### config.mk
export PLATFORM = sky130hd
export DESIGN_NAME = hdmi_axi_waddr
export DESIGN_NICKNAME = d
export VERILOG_FILES = /design/src/rtl/hdmi_axi_waddr_pkg.sv /design/src/rtl/hdmi_axi_waddr.sv
export SDC_FILE = /design/constraint.sdc
export NUM_CORES = 1
export LEC_CHECK = 0
export CORE_AREA = 3 3 79 81
export CTS_BUF_LIST = sky130_fd_sc_hd__clkbuf_16
export CTS_CLUSTER_DIAMETER = 60
export DETAILED_ROUTE_END_ITERATION = 8
export DIE_AREA = 0 0 82 84
export DONT_BUFFER_PORTS = 1
export PLACE_DENSITY = 0.76
export SYNTH_ARGS = -nofsm -noshare
export SYNTH_HDL_FRONTEND = slang
export SYNTH_SLANG_ARGS = --single-unit
export TNS_END_PERCENT = 30
### constraint.sdc
create_clock -name clk_vga -period 4.8 [get_ports clk_vga]
set_clock_uncertainty 0.2 [all_clocks]
set_input_delay 0.96 -clock clk_vga [delete_from_list [all_inputs] [get_ports clk_vga]]
set_output_delay 0.96 -clock clk_vga [all_outputs]
set_load 0.01 [all_outputs]
### src/rtl/hdmi_axi_waddr_pkg.sv
// Shared definitions for the frame-buffer address generators (write and read side):
// FSM state encodings, default burst length and the raster byte-address calculation.
package hdmi_axi_waddr_pkg;

  typedef enum logic [2:0] {
    S_IDLE       = 3'd0,
    S_WAIT_DATA  = 3'd1,
    S_ISSUE_IDLE = 3'd2,
    S_ISSUE      = 3'd3,
    S_ISSUE_WAIT = 3'd4,
    S_FRAME_DONE = 3'd5
  } state_t;

  localparam logic [11:0] WORD_SIZE_DEF = 12'd64;

  // base + (x + y*xsize)*4, all 32-bit unsigned; the line product is widened before scaling
  function automatic logic [31:0] calc_addr(input logic [31:0] base,
                                            input logic [11:0] x,
                                            input logic [11:0] y,
                                            input logic [11:0] xsize);
    logic [31:0] line_off;
    line_off = 32'(y) * 32'(xsize);
    return base + ((32'(x) + line_off) << 2);
  endfunction

endpackage

### src/rtl/hdmi_axi_waddr.sv
// Write-side DRAM frame-buffer address generator. Counts pixels pushed into the
// external write FIFO and issues one WORD_SIZE-word burst per WORD_SIZE pixels,
// walking the frame in raster order; stops after Y_SIZE lines until the next frame_start.
// Optional double buffering: define WADDR_DBLBUF_EN to alternate between two frame
// buffers and expose frame_sel (the buffer most recently completed).
module hdmi_axi_waddr
  import hdmi_axi_waddr_pkg::*;
#(
  parameter logic [11:0] X_SIZE    = 12'd256,
  parameter logic [11:0] Y_SIZE    = 12'd256,
  parameter logic [11:0] WORD_SIZE = WORD_SIZE_DEF,
  parameter logic [31:0] BASE_ADDR = 32'h0,
  parameter int          PEND_W    = 12
) (
  input  logic        clk_vga,
  input  logic        rst_n,
  input  logic        frame_start,
  input  logic        pixel_valid,
  input  logic        busy,
  output logic        kick,
  output logic [31:0] write_addr,
  output logic [31:0] write_num,
  output logic        frame_done,
  output logic        overflow
`ifdef WADDR_DBLBUF_EN
  ,
  output logic        frame_sel
`endif
);

  localparam logic [PEND_W-1:0] WORD_P = PEND_W'(WORD_SIZE);

  state_t              state;
  logic [11:0]         x_cnt, y_cnt;
  logic [PEND_W-1:0]   pend, pend_acc;
  logic                ovf_set;
  logic                restart_q;
  logic                restart;
  logic [31:0]         base;

  assign write_num = 32'(WORD_SIZE);

`ifdef WADDR_DBLBUF_EN
  localparam logic [31:0] FRAME_BYTES = 32'(X_SIZE) * 32'(Y_SIZE) * 32'd4;
  logic buf_sel;
  assign base = buf_sel ? (BASE_ADDR + FRAME_BYTES) : BASE_ADDR;
`else
  assign base = BASE_ADDR;
`endif

  // Pixel accounting outside a burst: saturate at all-ones and flag overflow
  always_comb begin
    pend_acc = pend;
    ovf_set  = 1'b0;
    if (pixel_valid) begin
      if (&pend) ovf_set  = 1'b1;
      else       pend_acc = pend + 1'b1;
    end
  end

  // A new frame is taken immediately unless a burst is outstanding; then it waits
  // until the controller has accepted the command
  always_comb begin
    restart = 1'b0;
    case (state)
      S_IDLE, S_WAIT_DATA, S_ISSUE_IDLE, S_FRAME_DONE: restart = frame_start;
      S_ISSUE_WAIT: restart = busy && (restart_q || frame_start);
      default:      restart = 1'b0;
    endcase
  end

  // Burst-issue FSM with registered kick/write_addr/frame_done outputs
  always_ff @(posedge clk_vga or negedge rst_n) begin
    if (!rst_n) begin
      state      <= S_IDLE;
      kick       <= 1'b0;
      write_addr <= BASE_ADDR;
      frame_done <= 1'b0;
      overflow   <= 1'b0;
      x_cnt      <= '0;
      y_cnt      <= '0;
      pend       <= '0;
      restart_q  <= 1'b0;
`ifdef WADDR_DBLBUF_EN
      buf_sel    <= 1'b1;
      frame_sel  <= 1'b1;
`endif
    end else if (restart) begin
      state      <= S_WAIT_DATA;
      kick       <= 1'b0;
      frame_done <= 1'b0;
      overflow   <= 1'b0;
      x_cnt      <= '0;
      y_cnt      <= '0;
      pend       <= PEND_W'(pixel_valid);
      restart_q  <= 1'b0;
`ifdef WADDR_DBLBUF_EN
      buf_sel    <= ~buf_sel;
`endif
    end else begin
      case (state)
        S_WAIT_DATA: begin
          pend     <= pend_acc;
          overflow <= overflow | ovf_set;
          if (pend >= WORD_P) state <= S_ISSUE_IDLE;
        end
        S_ISSUE_IDLE: begin
          pend       <= pend_acc;
          overflow   <= overflow | ovf_set;
          write_addr <= calc_addr(base, x_cnt, y_cnt, X_SIZE);
          if (!busy) begin
            state <= S_ISSUE;
            kick  <= 1'b1;
          end
        end
        S_ISSUE: begin
          // burst consumes WORD_SIZE pixels; a pixel arriving now still counts
          pend  <= pend - WORD_P + PEND_W'(pixel_valid);
          state <= S_ISSUE_WAIT;
          if (frame_start) restart_q <= 1'b1;
          if (x_cnt == X_SIZE - WORD_SIZE) begin
            x_cnt <= '0;
            y_cnt <= y_cnt + 12'd1;
          end else begin
            x_cnt <= x_cnt + WORD_SIZE;
          end
        end
        S_ISSUE_WAIT: begin
          pend     <= pend_acc;
          overflow <= overflow | ovf_set;
          if (frame_start) restart_q <= 1'b1;
          if (busy) begin
            kick <= 1'b0;
            if (y_cnt == Y_SIZE) begin
              state      <= S_FRAME_DONE;
              frame_done <= 1'b1;
`ifdef WADDR_DBLBUF_EN
              frame_sel  <= buf_sel;
`endif
            end else begin
              state <= S_WAIT_DATA;
            end
          end
        end
        S_IDLE, S_FRAME_DONE: ;
        default: state <= S_IDLE;
      endcase
    end
  end

endmodule
==> results by group, run 1 <==
Power and ir drop
  – Leak: 1.56 nW
  – Power Total: 1.54 mW
  – P per Cell Area: 448 mW/mm²
  – Worst VDD drop: 0.000332 V

Layout
  – Fill count: 477
  – Final nets: 392
  – Register Area: 0.00130 mm²
  – Layout cells sized above 1: 0.0533
  – Footprint of the multi-input gates: 0.00184 mm²
  – Antenna diodes: 0
  – Synthesis-to-layout area growth: -0.398%
  – Finished Layout Cells: 447

Logic synthesis
  – Yosys top cell area share: 0.376
  – Top-count cell post-synth: dfrtp_1
  – Syn Area/Cell: 8.94 µm²
  – Cells after synthesis: 387
  – Most frequent cells after synthesis: 52 x dfrtp_1, 51 x buf_4, 39 x nand2_1
  – Synth area leaders: dfrtp_1 38%, buf_4 11%, ha_1 4.3%
  – Area of the mapped netlist: 0.00346 mm²
  – Post-synthesis sequential area ratio: 0.376
  – Async SR Flop Fraction: 1.00
  – Main flop type after synthesis: dfrtp_1
  – Distinct cells, synth: 54
  – YS warnings: 0
  – Register bit total from synthesis: 52
  – Biggest area consumer among synthesized cells: dfrtp_1
  – Number of enable flip-flop cells after synthesis: 0

Die
  – IO Count: 72
  – Row count: 27
  – Die X: 82 µm
  – Die area: 0.00689 mm²
  – Initial core utilization: 0.624
  – Die Ht: 84 µm
  – Core ar.: 0.00554 mm²

Timing
  – Setup tns final: 0 ns
  – Crit path time final: 2.84 ns
  – Setup repair after global routing missed its margin: no
  – FMAX: 352 MHz
  – Setup Viol. Count Final: 0
  – Hold_ws: 0.157 ns
  – Slew margin rel.: 0.310
  – Worst slew pin tran: 1.03 ns
  – Final Hold Violating Endpoints: 0
  – Fin crit share: 0.592
  – Slew Limit Fails: 0

Run status
  – Outcome: finished clean

Run
  – Max Cap Violations: 0

Place
  – Detailed placer's ending HPWL: 4570 µm
  – Port Buf Inserts: 0
  – DP Cell Count: 439
  – Final RePlAce weighted congestion: 0.798

Critical path
  – CP startpoint: state[0]
  – CP Capture Point: pend[8]
  – Worst Path Arrival: 2.80 ns
  – CP Data Required Time: 4.76 ns
  – Max FO, Critical Path: 18
  – Reg2reg setup slack: 1.96 ns
  – Critical path class: reg2reg
  – Launching point of the worst reg2reg path: state[0]
  – Worst r2r dst: pend[8]
  – Setup crit end kind: flip-flop
  – Crit start category: flip-flop
  – R2R cell count: 6

Detailed routing
  – Antenna Nets Post-Route: 0
  – Via count: 2461
  – DRC: 0
  – Via/cell ratio: 5.51
  – DRT iter0 DRCs: 114
  – Pre-antenna DRT Iters: 4
  – Drt wl/cell: 14.4 µm
  – Final WL: 6440 µm

Clock tree
  – Clk sinks: 52
  – CTS tree: done
  – Clock Path Buffers: 2
  – Root buffer cell: clkbuf_16
  – Worst-path clk slew: 0.07 ns
  – Hold Buf Count CTS: 0
  – Number of post-CTS setup repair buffers: 0
  – Clk Latency, worst-skew pair: 0.29 ns
  – # resized after CTS: 0
  – Htree depth: 2
  – Total clock buffers created by CTS: 5

Global routing
  – Grt ovf: 0
  – Vias in the first global route: 2243
  – Largest net degree at the start of global routing: 53
  – Global-route wire length before repair: 10800 µm
  – Antenna violations before repair: 0
  – All-layer global routing usage: 0.199

Min path
  – Worst Hold Class: in2async
cells in the final DEF (no fill, tap or decap), drive strengths merged, types with 4 or more instances in the layout:
| master | synthesis | routed |
|---|---|---|
| a21oi | 22 | 22 |
| nand2 | 39 | 39 |
| mux2i | 4 | 4 |
| nor2 | 31 | 31 |
| xnor2 | 16 | 16 |
| nand2b | 4 | 4 |
| a21o | 6 | 6 |
| o21ai | 24 | 24 |
| nor3 | 12 | 12 |
| nor4 | 5 | 5 |
| nor2b | 4 | 4 |
| or3 | 10 | 10 |
| and4 | 4 | 4 |
| and3 | 4 | 4 |
| conb | 2 | 49 |
| ha | 12 | 12 |
| xor2 | 10 | 10 |
| clkbuf | 12 | 5 |
| nand4 | 10 | 10 |
| inv | 9 | 9 |
| nand3 | 5 | 5 |
| dfrtp | 52 | 52 |
metrics by stage:
stage | setup slack (ns) | cell area [µm²] | utilization
floorplan | 2.13 | 3630 | -
global placement | 1.97 | 3280 | 0.591
detailed placement | 1.92 | 3280 | 0.591
CTS | 1.98 | 3440 | 0.622
global route | 1.72 | 3440 | 0.622
finish | 1.96 | 3440 | 0.622
final cells by class:
cell class,count,share of cell area
multi-input cells,305,0.535
flip-flops and latches,52,0.378
clock buffers,5,0.0363
well taps,72,0.0262
clock inverters,3,0.0124
inverters,9,0.00981
repair buffers,1,0.00218
sequential cells by signal (all words and copies together), names as in the netlist:
name and flops:
x_cnt 6, pend 12, state 3, overflow 1, kick 1, restart_q 1
write_addr 15, frame_done 1, y_cnt 12
how the worst min path moves through the flow:
stage | from | to | slack [ns] | cells past startpoint
floorplan | pend[5] | pend[5] | 0.30 | 2
global placement | pend[5] | pend[5] | 0.33 | 2
detailed placement | write_addr[14] | write_addr[14] | 0.34 | 2
CTS | rst_n | frame_done | 0.16 | 0
global route | rst_n | write_addr[16] | 0.14 | 0
finish | rst_n | frame_done | 0.16 | 0
worst max-delay path, stage by stage (launching register included):
cell and delay [ns]:
dfrtp_1 0.76, nor3b_1 0.15, o21bai_1 0.45, or4b_2 0.72, a21oi_1 0.20, xnor2_1 0.15, nor2_1 0.07
layer usage:
layer | routed length, µm | vias to the layer above | GRT usage
met5 | 0 | - | 0
met4 | 79 | 0 | 0.0544
met3 | 395 | 7 | 0.0400
met2 | 3000 | 88 | 0.317
met1 | 2970 | 1142 | 0.271
li1 | - | 1224 | -
power by group:
group | switching [mW] | internal [mW] | leakage, nW | total (mW)
Sequential | 0.134 | 0.516 | 0.707 | 0.650
Clock | 0.158 | 0.245 | 0.0798 | 0.403
Combinational | 0.293 | 0.199 | 0.771 | 0.492
Total | 0.585 | 0.959 | 1.56 | 1.54
kinds of logic (layout without fill, tap and decap cells):
family	Yosys count	in the layout	share of synthesized area
buffers and inverters	77	18	0.143
muxes	4	4	0.0116
other	2	49	0.00217
xor gates and xnor gates	26	26	0.0658
DFF	52	52	0.376
and+or+nand+nor	140	140	0.223
adders and majority gates	13	13	0.0492
AOI/OAI and AO/OA	73	73	0.129
Power figures use the tool's default switching activity.
==> run 2, diff against run 1 <==
- clock period: 4.8 -> 2.7 ns (I/O delays scaled with it)
==> results by group, run 2 (synthesized netlist as in run 1, its figures left out) <==
Run status
  – Outcome: finished clean

Global routing
  – All-layer global routing usage: 0.201
  – Global-route wire length before repair: 11000 µm
  – Grt ovf: 0
  – Antenna violations before repair: 0
  – Largest net degree at the start of global routing: 53
  – Vias in the first global route: 2353

Power and ir drop
  – P per Cell Area: 782 mW/mm²
  – Power Total: 2.75 mW
  – Worst VDD drop: 0.000484 V
  – Leak: 1.60 nW

Clock tree
  – Clk Latency, worst-skew pair: 0.29 ns
  – Total clock buffers created by CTS: 5
  – CTS tree: done
  – Clock Path Buffers: 2
  – Root buffer cell: clkbuf_16
  – Worst-path clk slew: 0.07 ns
  – Htree depth: 2
  – Clk sinks: 52
  – Number of post-CTS setup repair buffers: 0

Critical path
  – Crit start category: flip-flop
  – CP bufs+invs: 0
  – R2R cell count: 7
  – Worst path depth: 7
  – Delay-heaviest family, CP: adder cells
  – CP Data Required Time: 2.65 ns
  – Crit path cell chain: ha_1 -> fa_1 -> a21o_1 -> a21oi_1 -> nand2b_1 -> xor2_1 -> o21ai_0
  – CP Capture Point: write_addr[20]
  – Launching point of the worst reg2reg path: y_cnt[0]
  – Reg2reg setup slack: 0.25 ns
  – Setup crit end kind: flip-flop
  – Max FO, Critical Path: 7
  – Worst r2r dst: write_addr[20]
  – CP startpoint: y_cnt[0]
  – Worst Path Arrival: 2.39 ns
  – Critical path class: reg2reg
  – Slowest CP cell: dfrtp_1
  – Crit-path max cell delay: 0.49 ns

Timing
  – Crit path time final: 2.45 ns
  – Worst slew pin tran: 0.586 ns
  – Slew margin rel.: 0.609
  – Final Hold Violating Endpoints: 0
  – Setup repair after global routing missed its margin: no
  – FMAX: 409 MHz
  – Slew Limit Fails: 0
  – Setup tns final: 0 ns
  – Setup Viol. Count Final: 0
  – Fin crit share: 0.906

Die
  – IO Count: 72
  – Die Ht: 84 µm
  – Initial core utilization: 0.624
  – Die area: 0.00689 mm²
  – Die X: 82 µm
  – Row count: 27
  – Core ar.: 0.00554 mm²

Layout
  – Fill count: 469
  – Footprint of the multi-input gates: 0.00184 mm²
  – Largest Register: write_addr
  – Layout cells sized above 1: 0.0729
  – Top Registers: write_addr (15), pend (12), y_cnt (12)
  – Synthesis-to-layout area growth: 1.66%
  – Max reg flops: 15
  – Commonest non-fill, non-tap cell in the layout: dfrtp_1
  – Commonest non-fill, non-tap cells in the layout: 52 x dfrtp_1, 49 x conb_1, 39 x nand2_1, 31 x nor2_1, 23 x o21ai_0
  – Register Area: 0.00130 mm²
  – Final nets: 401
  – Antenna diodes: 0
  – Post-layout util: 0.635

Min path
  – Worst Hold Class: in2reg

Place
  – Port Buf Inserts: 0
  – Final RePlAce weighted congestion: 0.862
  – Detailed placer's ending HPWL: 4760 µm

Run
  – Max Cap Violations: 0

Detailed routing
  – Antenna Nets Post-Route: 0
  – DRC: 0
  – Drt wl/cell: 14.3 µm
  – Final WL: 6540 µm
  – Via/cell ratio: 5.57
  – Pre-antenna DRT Iters: 4
  – Via count: 2542
  – DRT iter0 DRCs: 153
-- run 2: cell types whose count changed in the layout (fill, tap and decap cells not counted), sizes merged --
cell | previous run | this run
buf | 1 | 9
bufinv | 1 | 0
clkinvlp | 1 | 2
dlygate4sd3 | 0 | 1
-- run 2: area by class of cell --
class                           count  share of cell area
Multi-Input combinational cell    305               0.525
Sequential cell                    52               0.370
Clock buffer                        5              0.0356
Timing Repair Buffer               10              0.0278
Tap cell                           72              0.0256
Inverter                            9             0.00961
Clock inverter                      3             0.00676
-- run 2: power by group --
part	switching, mW	internal, mW	total (mW)
clock network	0.287	0.345	0.632
registers	0.210	0.917	1.13
logic	0.580	0.409	0.990
total	1.08	1.67	2.75
-- run 2: worst min-delay path by stage --
| stage | startpoint | to | slack [ns] | depth (start not counted) |
|---|---|---|---|---|
| 3_5_place_dp | rst_n | restart_q | 0.05 | 0 |
| 4_1_cts | frame_start | state[1] | 0.11 | 1 |
| 3_3_place_gp | rst_n | restart_q | 0.05 | 0 |
| 5_1_grt | frame_start | state[1] | 0.11 | 1 |
| 6_report | frame_start | state[1] | 0.11 | 1 |
| 2_1_floorplan | rst_n | frame_done | 0.04 | 0 |
-- run 2: metal layers --
layer	up-vias	track usage	wire, µm
met5	-	0	0
met1	1193	0.283	2990
li1	1237	-	-
met4	0	0.0468	51
met3	6	0.0443	471
met2	106	0.313	3020
-- run 2: through the flow --
| step | instance area (µm²) | std cells | setup WS (ns) | hold slack (ns) |
|---|---|---|---|---|
| final | 3520 | 456 | 0.254 | 0.114 |
| after global routing | 3520 | 456 | 0.0839 | 0.110 |
| after CTS | 3520 | 456 | 0.267 | 0.113 |
| after detailed placement | 3330 | 446 | 0.290 | 0.0457 |
| after global placement | 3330 | 446 | 0.328 | 0.0456 |
| after floorplan | 3630 | 434 | 0.447 | 0.0444 |
-- run 2: what timing repair did --
action | CTS | global route
endpoints found under the setup margin | 0 | 0
hold buffers | 2 | 0
resized for setup | 0 | 0
hold endpoints to repair | 52 | 0
